`src/rtl/dmem_port_arbiter_pkg.sv`:
```
// -----------------------------------------------------------------------------
// dmem_port_arbiter_pkg
// Shared types and helpers for the data-memory port arbiter.
//   arb_state_t          : arbiter FSM state (ARB_IDLE / ARB_ACCESS / ARB_RDATA)
//   arb_owner_t          : which requester owns the current access
//   arb_state_to_string  : printable state name for debug views
//   arb_owner_to_string  : printable owner name for debug views
//   starve_ctr_width     : width of the host wait counter for a given limit
// Optional feature macro used by the arbiter: DMEM_ARB_LOCK_EN
// -----------------------------------------------------------------------------
package dmem_port_arbiter_pkg;

  typedef enum logic [1:0] {
    ARB_IDLE   = 2'd0,
    ARB_ACCESS = 2'd1,
    ARB_RDATA  = 2'd2
  } arb_state_t;

  typedef enum logic {
    OWN_CPU  = 1'b0,
    OWN_HOST = 1'b1
  } arb_owner_t;

  function automatic string arb_state_to_string(input arb_state_t s);
    case (s)
      ARB_IDLE:   return "ARB_IDLE";
      ARB_ACCESS: return "ARB_ACCESS";
      ARB_RDATA:  return "ARB_RDATA";
      default:    return "ARB_???";
    endcase
  endfunction

  function automatic string arb_owner_to_string(input arb_owner_t o);
    case (o)
      OWN_CPU:  return "OWN_CPU";
      OWN_HOST: return "OWN_HOST";
      default:  return "OWN_???";
    endcase
  endfunction

  // Counter must be able to hold the value LIMIT itself.
  function automatic int unsigned starve_ctr_width(input int unsigned limit);
    return (limit < 1) ? 1 : $clog2(limit + 1);
  endfunction

endpackage

```
`src/rtl/dmem_arb_starve_ctr.sv`:
```
// -----------------------------------------------------------------------------
// dmem_arb_starve_ctr
// Saturating count of consecutive arbitrations the host lost to the CPU.
//   Clk        in  : system clock, rising edge
//   ResetN     in  : asynchronous active-low reset (count -> 0)
//   i_inc      in  : host lost an arbitration (saturates at LIMIT)
//   i_clr      in  : clear (host won, or host not requesting); wins over i_inc
//   o_at_limit out : count == LIMIT, host must win the next contested decision
//   o_count    out : current count, for debug
// -----------------------------------------------------------------------------
module dmem_arb_starve_ctr
  import dmem_port_arbiter_pkg::*;
#(
  parameter int unsigned LIMIT = 4,
  parameter int unsigned CW    = starve_ctr_width(LIMIT)
) (
  input  logic          Clk,
  input  logic          ResetN,
  input  logic          i_inc,
  input  logic          i_clr,
  output logic          o_at_limit,
  output logic [CW-1:0] o_count
);

  localparam logic [CW-1:0] LIM = CW'(LIMIT);

  logic [CW-1:0] r_count;

  always_ff @(posedge Clk or negedge ResetN) begin
    if (!ResetN) begin
      r_count <= '0;
    end else if (i_clr) begin
      r_count <= '0;
    end else if (i_inc && (r_count != LIM)) begin
      r_count <= r_count + 1'b1;
    end
  end

  assign o_at_limit = (r_count == LIM);
  assign o_count    = r_count;

endmodule

```
`src/rtl/dmem_port_arbiter.sv`:
```
// -----------------------------------------------------------------------------
// dmem_port_arbiter
// Shares one single-port synchronous data memory between the CPU port and a
// host/debug loader port. CPU has priority; a wait counter forces a host win
// after STARVE_LIMIT consecutive lost contested decisions.
//
// Ports:
//   Clk, ResetN                 : clock (rising edge), async active-low reset
//   cpu_req/we/addr/wdata       : CPU request + payload (held until cpu_gnt)
//   host_req/we/addr/wdata      : host request + payload (held until host_gnt)
//   host_lock                   : (DMEM_ARB_LOCK_EN only) lock the memory to host
//   cpu_gnt, host_gnt           : combinational accept; handshake = req&gnt @edge
//   cpu_rvalid/rdata            : CPU read strobe + data (rdata 0 when !rvalid)
//   host_rvalid/rdata           : host read strobe + data (rdata 0 when !rvalid)
//   mem_addr/wr/wdata           : memory side, driven only in ARB_ACCESS
//   mem_rdata                   : memory read data, valid one cycle after addr
//   arb_state                   : current FSM state, for debug
//
// Optional feature macro: DMEM_ARB_LOCK_EN (adds host_lock and the lock flag).
// Timing: handshake edge -> ARB_ACCESS cycle (write commits at its end) ->
//         ARB_RDATA cycle for reads (rvalid). Writes can issue back-to-back.
// -----------------------------------------------------------------------------
module dmem_port_arbiter
  import dmem_port_arbiter_pkg::*;
#(
  parameter int unsigned AW           = 8,
  parameter int unsigned DW           = 16,
  parameter int unsigned STARVE_LIMIT = 4
) (
  input  logic          Clk,
  input  logic          ResetN,
  input  logic          cpu_req,
  input  logic          cpu_we,
  input  logic [AW-1:0] cpu_addr,
  input  logic [DW-1:0] cpu_wdata,
  input  logic          host_req,
  input  logic          host_we,
  input  logic [AW-1:0] host_addr,
  input  logic [DW-1:0] host_wdata,
`ifdef DMEM_ARB_LOCK_EN
  input  logic          host_lock,
`endif
  output logic          cpu_gnt,
  output logic          host_gnt,
  output logic          cpu_rvalid,
  output logic [DW-1:0] cpu_rdata,
  output logic          host_rvalid,
  output logic [DW-1:0] host_rdata,
  output logic [AW-1:0] mem_addr,
  output logic          mem_wr,
  output logic [DW-1:0] mem_wdata,
  input  logic [DW-1:0] mem_rdata,
  output arb_state_t    arb_state
);

  localparam int unsigned CW = starve_ctr_width(STARVE_LIMIT);

  // ---------------------------------------------------------------------------
  // State and latched transaction payload
  // ---------------------------------------------------------------------------
  arb_state_t    r_state;
  arb_state_t    w_state_next;
  arb_owner_t    r_owner;
  logic          r_we;
  logic [AW-1:0] r_addr;
  logic [DW-1:0] r_wdata;

  logic          w_decision;
  logic          w_at_limit;
  logic          w_lock;
  logic          w_cpu_gnt;
  logic          w_host_gnt;
  logic          w_ctr_inc;
  logic          w_ctr_clr;
  logic [CW-1:0] w_ctr_count;

`ifdef DMEM_ARB_LOCK_EN
  logic r_lock;

  // Lock is (re)decided on every host handshake from the host_lock value
  // presented with that transaction.
  always_ff @(posedge Clk or negedge ResetN) begin
    if (!ResetN) begin
      r_lock <= 1'b0;
    end else if (w_host_gnt) begin
      r_lock <= host_lock;
    end
  end

  assign w_lock = r_lock;
`else
  assign w_lock = 1'b0;
`endif

  // ---------------------------------------------------------------------------
  // Arbitration
  // ---------------------------------------------------------------------------
  // A new transaction may be accepted when the memory is free next cycle:
  // idle, returning read data, or finishing a write (which needs no data
  // phase). ResetN is folded in so grants are forced low while reset is held.
  always_comb begin
    w_decision = 1'b0;
    if (ResetN) begin
      case (r_state)
        ARB_IDLE:   w_decision = 1'b1;
        ARB_ACCESS: w_decision = r_we;
        ARB_RDATA:  w_decision = 1'b1;
        default:    w_decision = 1'b0;
      endcase
    end
  end

  // CPU wins contested decisions unless the host has waited long enough or
  // holds the lock. The two grant terms are mutually exclusive by construction.
  always_comb begin
    w_cpu_gnt  = w_decision & cpu_req & ~w_lock & ~(host_req & w_at_limit);
    w_host_gnt = w_decision & host_req & (~cpu_req | w_at_limit | w_lock);
  end

  // Wait counter only moves at decision points and freezes while locked.
  always_comb begin
    w_ctr_inc = w_decision & ~w_lock & host_req & w_cpu_gnt;
    w_ctr_clr = w_decision & ~w_lock & (w_host_gnt | ~host_req);
  end

  dmem_arb_starve_ctr #(
    .LIMIT (STARVE_LIMIT),
    .CW    (CW)
  ) u_starve_ctr (
    .Clk        (Clk),
    .ResetN     (ResetN),
    .i_inc      (w_ctr_inc),
    .i_clr      (w_ctr_clr),
    .o_at_limit (w_at_limit),
    .o_count    (w_ctr_count)
  );

  // ---------------------------------------------------------------------------
  // Next-state logic
  // ---------------------------------------------------------------------------
  always_comb begin
    w_state_next = r_state;
    if (w_cpu_gnt || w_host_gnt) begin
      w_state_next = ARB_ACCESS;
    end else if (w_decision) begin
      w_state_next = ARB_IDLE;
    end else begin
      case (r_state)
        ARB_ACCESS: w_state_next = ARB_RDATA;   // read: data phase follows
        default:    w_state_next = ARB_IDLE;    // unreachable encodings recover
      endcase
    end
  end

  always_ff @(posedge Clk or negedge ResetN) begin
    if (!ResetN) begin
      r_state <= ARB_IDLE;
    end else begin
      r_state <= w_state_next;
    end
  end

  // Payload is captured only on the handshake edge; later changes on the
  // request inputs are ignored for the rest of the transaction.
  always_ff @(posedge Clk or negedge ResetN) begin
    if (!ResetN) begin
      r_owner <= OWN_CPU;
      r_we    <= 1'b0;
      r_addr  <= '0;
      r_wdata <= '0;
    end else if (w_host_gnt) begin
      r_owner <= OWN_HOST;
      r_we    <= host_we;
      r_addr  <= host_addr;
      r_wdata <= host_wdata;
    end else if (w_cpu_gnt) begin
      r_owner <= OWN_CPU;
      r_we    <= cpu_we;
      r_addr  <= cpu_addr;
      r_wdata <= cpu_wdata;
    end
  end

  // ---------------------------------------------------------------------------
  // Outputs
  // ---------------------------------------------------------------------------
  always_comb begin
    mem_addr    = '0;
    mem_wr      = 1'b0;
    mem_wdata   = '0;
    cpu_rvalid  = 1'b0;
    host_rvalid = 1'b0;
    cpu_rdata   = '0;
    host_rdata  = '0;
    if (r_state == ARB_ACCESS) begin
      mem_addr  = r_addr;
      mem_wr    = r_we;
      mem_wdata = r_wdata;
    end
    if (r_state == ARB_RDATA) begin
      if (r_owner == OWN_HOST) begin
        host_rvalid = 1'b1;
        host_rdata  = mem_rdata;
      end else begin
        cpu_rvalid  = 1'b1;
        cpu_rdata   = mem_rdata;
      end
    end
  end

  assign cpu_gnt   = w_cpu_gnt;
  assign host_gnt  = w_host_gnt;
  assign arb_state = r_state;

  // Counter value is exported by the sub-module for debug probing only.
  logic w_unused;
  assign w_unused = ^w_ctr_count;

endmodule

```
`config.mk`:
```
export PLATFORM = sky130hd
export DESIGN_NAME = dmem_port_arbiter
export DESIGN_NICKNAME = d
export VERILOG_FILES = /design/src/rtl/dmem_port_arbiter_pkg.sv /design/src/rtl/dmem_arb_starve_ctr.sv /design/src/rtl/dmem_port_arbiter.sv
export SDC_FILE = /design/constraint.sdc
export NUM_CORES = 1
export LEC_CHECK = 0
export CORE_MARGIN = 4
export CORE_UTILIZATION = 38
export DETAILED_ROUTE_END_ITERATION = 7
export GPL_TIMING_DRIVEN = 0
export PLACE_DENSITY = 0.91
export SLEW_MARGIN = 20
export SYNTH_ARGS = -nofsm -noshare
export SYNTH_HDL_FRONTEND = slang
export SYNTH_SLANG_ARGS = --single-unit
export TNS_END_PERCENT = 30
```
`constraint.sdc`:
```
create_clock -name Clk -period 1.76 [get_ports Clk]
set_input_delay 0.176 -clock Clk [delete_from_list [all_inputs] [get_ports Clk]]
set_output_delay 0.176 -clock Clk [all_outputs]
set_load 0.01 [all_outputs]
```
==> results by stage <==
Status:
- The flow ran to the end, but the final reports show violations.
- The checks that failed: DRC, setup timing.

Timing:
- The final count of pins violating max slew is 0.
- Timing would allow up to 0.567 GHz.
- The fraction of the cycle the final worst path needs is 1.00.
- Across all hold checks on the routed design, the worst slack comes to 0.414 ns.
- Setup repair after global routing could not meet its margin everywhere.
- The worst path setup slack after routing is -0.00371 ns.
- The worst slew margin relative to its limit is 0.642.
- Counting I/O delays and the setup requirement, the final critical path takes 1.76 ns.
- Summed over all failing endpoints, the final setup total negative slack is -0.0132 ns.
- Clock skew on the completed layout was measured at 0.0102 ns.
- The worst-margin pin slew is 0.536 ns.
- The hold violation total from the final report is 0.
- Setup violations remaining at the end of the flow were counted as 6.

Pwr:
- Of the total power, combinational logic draws 0.412.
- Of the total power, the clock network draws 0.215.
- The standby leakage power is 1.73 nW.
- Summed over all nets, the switching power comes to 785 uW.
- The switching share of power is 0.313.
- The part of the power in registers is 0.373.
- The power density over the cells is 649 nW/um^2.
- The worst-case vdd ir drop is 0.000390 V.
- Cell internal power was estimated by the tool at 1.72 mW.

Drt:
- The average vias per placed instance is 5.21.
- The final layout contains routed wiring with a total length of 7540 um.
- In the final routed layout, each cell accounts on average for 17.1 um.
- The initial detailed-routing violation count is 72.
- The first-pass detailed-route iteration total is 6.
- The final route contains 2305 vias.
- The number of routed nets with antenna violations is 0.
- For this run, design rule violations remaining after detail routing come to 1.

Finish:
- In the final layout, the share of cells above drive strength 1 is 0.324.
- The filler cells instantiated in the layout total 458.
- The synthesis-to-layout area growth is 73.5%.
- At the end of the flow, the number of nets in the layout was 441.
- 0 antenna diodes ended up in the layout.
- The final design instance area without fill is 3860 sq um.
- The final instance count without filler cells is 442.

Die:
- The die area is 7140 sq um.
- From bottom edge to top edge, the die measures 84.5 um.
- The die is 84.5 um wide.
- 133 I/O pins were placed.
- The placeable core region is 5610 sq um.
- For this configuration, the core starts out at a cell density of 0.397.
- The floorplan has 27 rows.

Synth:
- After synthesis, the netlist uses 32 different library cells.
- By area the synthesized netlist is led by sky130_fd_sc_hd__dfrtp_1, sky130_fd_sc_hd__and2_1, sky130_fd_sc_hd__a2bb2oi_2.
- The parity-gate share of the synthesized area counting xor and xnor cells is 0.
- The synthesized design spends more area on one cell type than any other, namely sky130_fd_sc_hd__dfrtp_1.
- The mean post-synth cell area is 10.3 sq um.
- Of the total synthesized cell area, the portion taken by AND, OR, NAND and NOR gates is 0.272.
- Measured against the total synthesized area, the mux share comes to 0.00956.
- The largest family of logic cells by synthesized area is compound AO/OA/AOI/OAI gates.
- The number of nets handed over by synthesis was 289.
- Of the total synthesized cell area, the portion taken by full adders, half adders and majority gates is 0.0112.
- The yosys synthesis warning count is 0.
- The proportion of netlist area held by the largest area contributor is 0.349.
- The synthesized cell area is 2220 sq um.
- The sequential area share after synthesis is 0.349.
- The share of the synthesized area in compound gates (AO/OA/AOI/OAI) is 0.295.
- Synthesis produced a netlist whose cell count is 217.
- The synthesis-stage register bit count is 31.

CTS:
- The clock passes through at most 2 buffers.
- The clock tree root buffer cell is sky130_fd_sc_hd__clkbuf_8.
- The clock slew seen by the registers of the worst setup and hold paths is 0.07 ns.
- The source-to-sink clock delay at the later pin of the worst-skew pair is 0.28 ns.
- TritonCTS built the clock tree.
- The H-tree was split into 2 levels.
- The sink count of the clock tree is 31.
- Buffers inserted during clock tree synthesis total 5.

GRT:
- The sum of overflow across all layers after global routing is 0.
- The first global-routing pass estimated 11500 um of wire.
- The number of antenna violations at the first check in global routing is 0.
- The via count of the first global-routing pass is 2306.
- The pin count of the biggest net entering global routing is 32.
- The total routing resource utilization after global routing is 0.194.

Placed design:
- The HPWL reported at the end of detailed placement is 5410 um.
- Input and output buffers added on the ports amount to 132.
- The congestion estimate from routability-driven global placement came to 0.831.
- The placed instances occupy a cell area of 3650 sq um.
- The count of placed standard cells including taps is 422.
- Timing analysis after detailed placement gives a worst setup slack of -0.569 ns.

Setup path:
- The reg-to-reg startpoint is arb_state[0].
- Walking the worst path, the cells encountered are buf_6, buf_4, a21oi_2, buf_2, a2bb2oi_2.
- The highest net fanout along the worst path is 10.
- The largest individual stage delay along the critical path comes from the cell sky130_fd_sc_hd__a21oi_2.
- The delay of the slowest critical-path stage is 0.46 ns.
- The buffers plus inverters on the worst setup path is 3.
- The endpoint of the worst register-to-register path is r_wdata[1].
- The arrival time of data at the critical path endpoint is 1.92 ns.
- Counting cells, the worst reg-to-reg path comes to 5.
- The worst setup path is of the reg2reg kind.
- The worst setup path is captured at a flip-flop.
- Data on the critical path is required at its endpoint by 1.91 ns.
- The kind of cell adding the most delay to the critical path is buffers and inverters.
- The setup check on the worst reg-to-reg path leaves a slack of -0.004 ns.
- The worst setup path is launched from a flip-flop.

Hold path:
- For hold timing, the worst endpoint is r_owner.
- The worst hold path begins at host_req.
- Counting instances, the worst hold path has a depth of 3.
- The min-delay analysis places its worst path in the category in2reg.

Flow run:
- The max-cap check violation count is 0.
## tightest hold or removal path, delay by kind of cell
family	cells	cell delay, ns
buffers and inverters	1	0.32
and+or+nand+nor	1	0.12
AOI/OAI and AO/OA	1	0.05
## area by class of cell
type | count | area [sq um] | area share
Clock inverter | 3 | 15.0 | 0.00389
Timing Repair Buffer | 147 | 1270 | 0.330
Tap cell | 72 | 90.1 | 0.0233
Multi-Input combinational cell | 158 | 1450 | 0.375
Inverter | 8 | 32.5 | 0.00843
Clock buffer | 5 | 68.8 | 0.0178
Buffer | 18 | 154 | 0.0399
Sequential cell | 31 | 777 | 0.201
## repair_timing
| item | CTS | global route |
|---|---|---|
| cloned | 0 | 2 |
| hold buffers | 2 | 0 |
| setup endpoints to repair | 75 | 51 |
| pin swaps | 4 | 4 |
| gates resized for setup | 146 | 61 |
| setup buffers | 7 | 4 |
| endpoints found under the hold margin | 31 | 0 |
## sequential cells by signal, summed over array words and instances, names as in the netlist
| signal | cells |
|---|---|
| u_starve_ctr.o_count | 3 |
| r_addr | 8 |
| arb_state | 2 |
| r_we | 1 |
| r_owner | 1 |
| r_wdata | 16 |
## how the worst max path moves through the flow
stage | startpoint | endpoint | cells after the start
after floorplan | u_starve_ctr.o_count[0] | r_owner | 6
after CTS | u_starve_ctr.o_count[0] | cpu_gnt | 6
after global routing | arb_state[1] | r_wdata[1] | 4
after global placement | ResetN | host_gnt | 5
final | arb_state[0] | r_wdata[1] | 5
after detailed placement | host_req | cpu_gnt | 5
## synth_stat cells (all sizes together)
master	number
ha	2
a2bb2oi	25
a221oi	1
nor4bb	1
nor2	2
a21oi	1
nand2b	14
a211oi	2
nand2	1
a2111oi	2
nand4	2
inv	8
dfrtp	31
buf	10
clkbuf	11
mux2i	1
or2b	12
o22ai	1
o32ai	25
and3	3
a21o	1
mux2	1
a21boi	1
nor3	2
and2	57
## power by group through the flow
stage / Clock, mW / Combinational, mW / Sequential, mW
2_1_floorplan: 0 / 0.529 / 0.920
3_3_place_gp: 0 / 0.971 / 0.934
3_5_place_dp: 0 / 0.996 / 0.941
4_1_cts: 0.553 / 1.01 / 0.932
5_1_grt: 0.595 / 1.11 / 0.950
6_report: 0.539 / 1.03 / 0.934
## placed cells by master, fill, tap and decap left out, types with 2 or more instances in the layout
cell type and instances:
sky130_fd_sc_hd__buf_2 19, sky130_fd_sc_hd__dlygate4sd2_1 22, sky130_fd_sc_hd__a2bb2oi_1 6, sky130_fd_sc_hd__or2b_1 12
sky130_fd_sc_hd__clkinv_2 3, sky130_fd_sc_hd__a2bb2oi_2 19, sky130_fd_sc_hd__buf_8 2, sky130_fd_sc_hd__clkdlybuf4s50_1 69
sky130_fd_sc_hd__buf_12 3, sky130_fd_sc_hd__buf_4 12, sky130_fd_sc_hd__o32ai_1 16, sky130_fd_sc_hd__buf_6 7
sky130_fd_sc_hd__clkdlybuf4s15_1 6, sky130_fd_sc_hd__and3_4 3, sky130_fd_sc_hd__inv_2 3, sky130_fd_sc_hd__nand2b_1 13
sky130_fd_sc_hd__dfrtp_1 30, sky130_fd_sc_hd__clkbuf_2 22, sky130_fd_sc_hd__nand4_1 2, sky130_fd_sc_hd__inv_1 4
sky130_fd_sc_hd__clkbuf_8 5, sky130_fd_sc_hd__and2_1 57, sky130_fd_sc_hd__o32ai_2 9, sky130_fd_sc_hd__a211oi_1 2
## cells by family after synthesis
logic type	after synthesis
compound gates	59
simple gates	94
mux	2
flops	31
buf+inv	29
fa+ha+maj	2
## metal layers
layer | track usage | wire length (um) | part of all wire | vias up
met5 | 0 | 0 | 0 | -
met4 | 0.0302 | 45 | 0.0060 | 0
met3 | 0.0520 | 635 | 0.084 | 6
met2 | 0.354 | 3840 | 0.51 | 110
met1 | 0.231 | 3020 | 0.40 | 1095
li1 | - | - | - | 1094
## metrics by stage
stage / utilization / power, mW
final: 0.688 / 2.51
after global routing: 0.688 / 2.66
after CTS: 0.691 / 2.50
after detailed placement: 0.651 / 1.94
after global placement: 0.648 / 1.91
after floorplan: - / 1.45
Note: power is estimated with default switching activity, not from simulation.
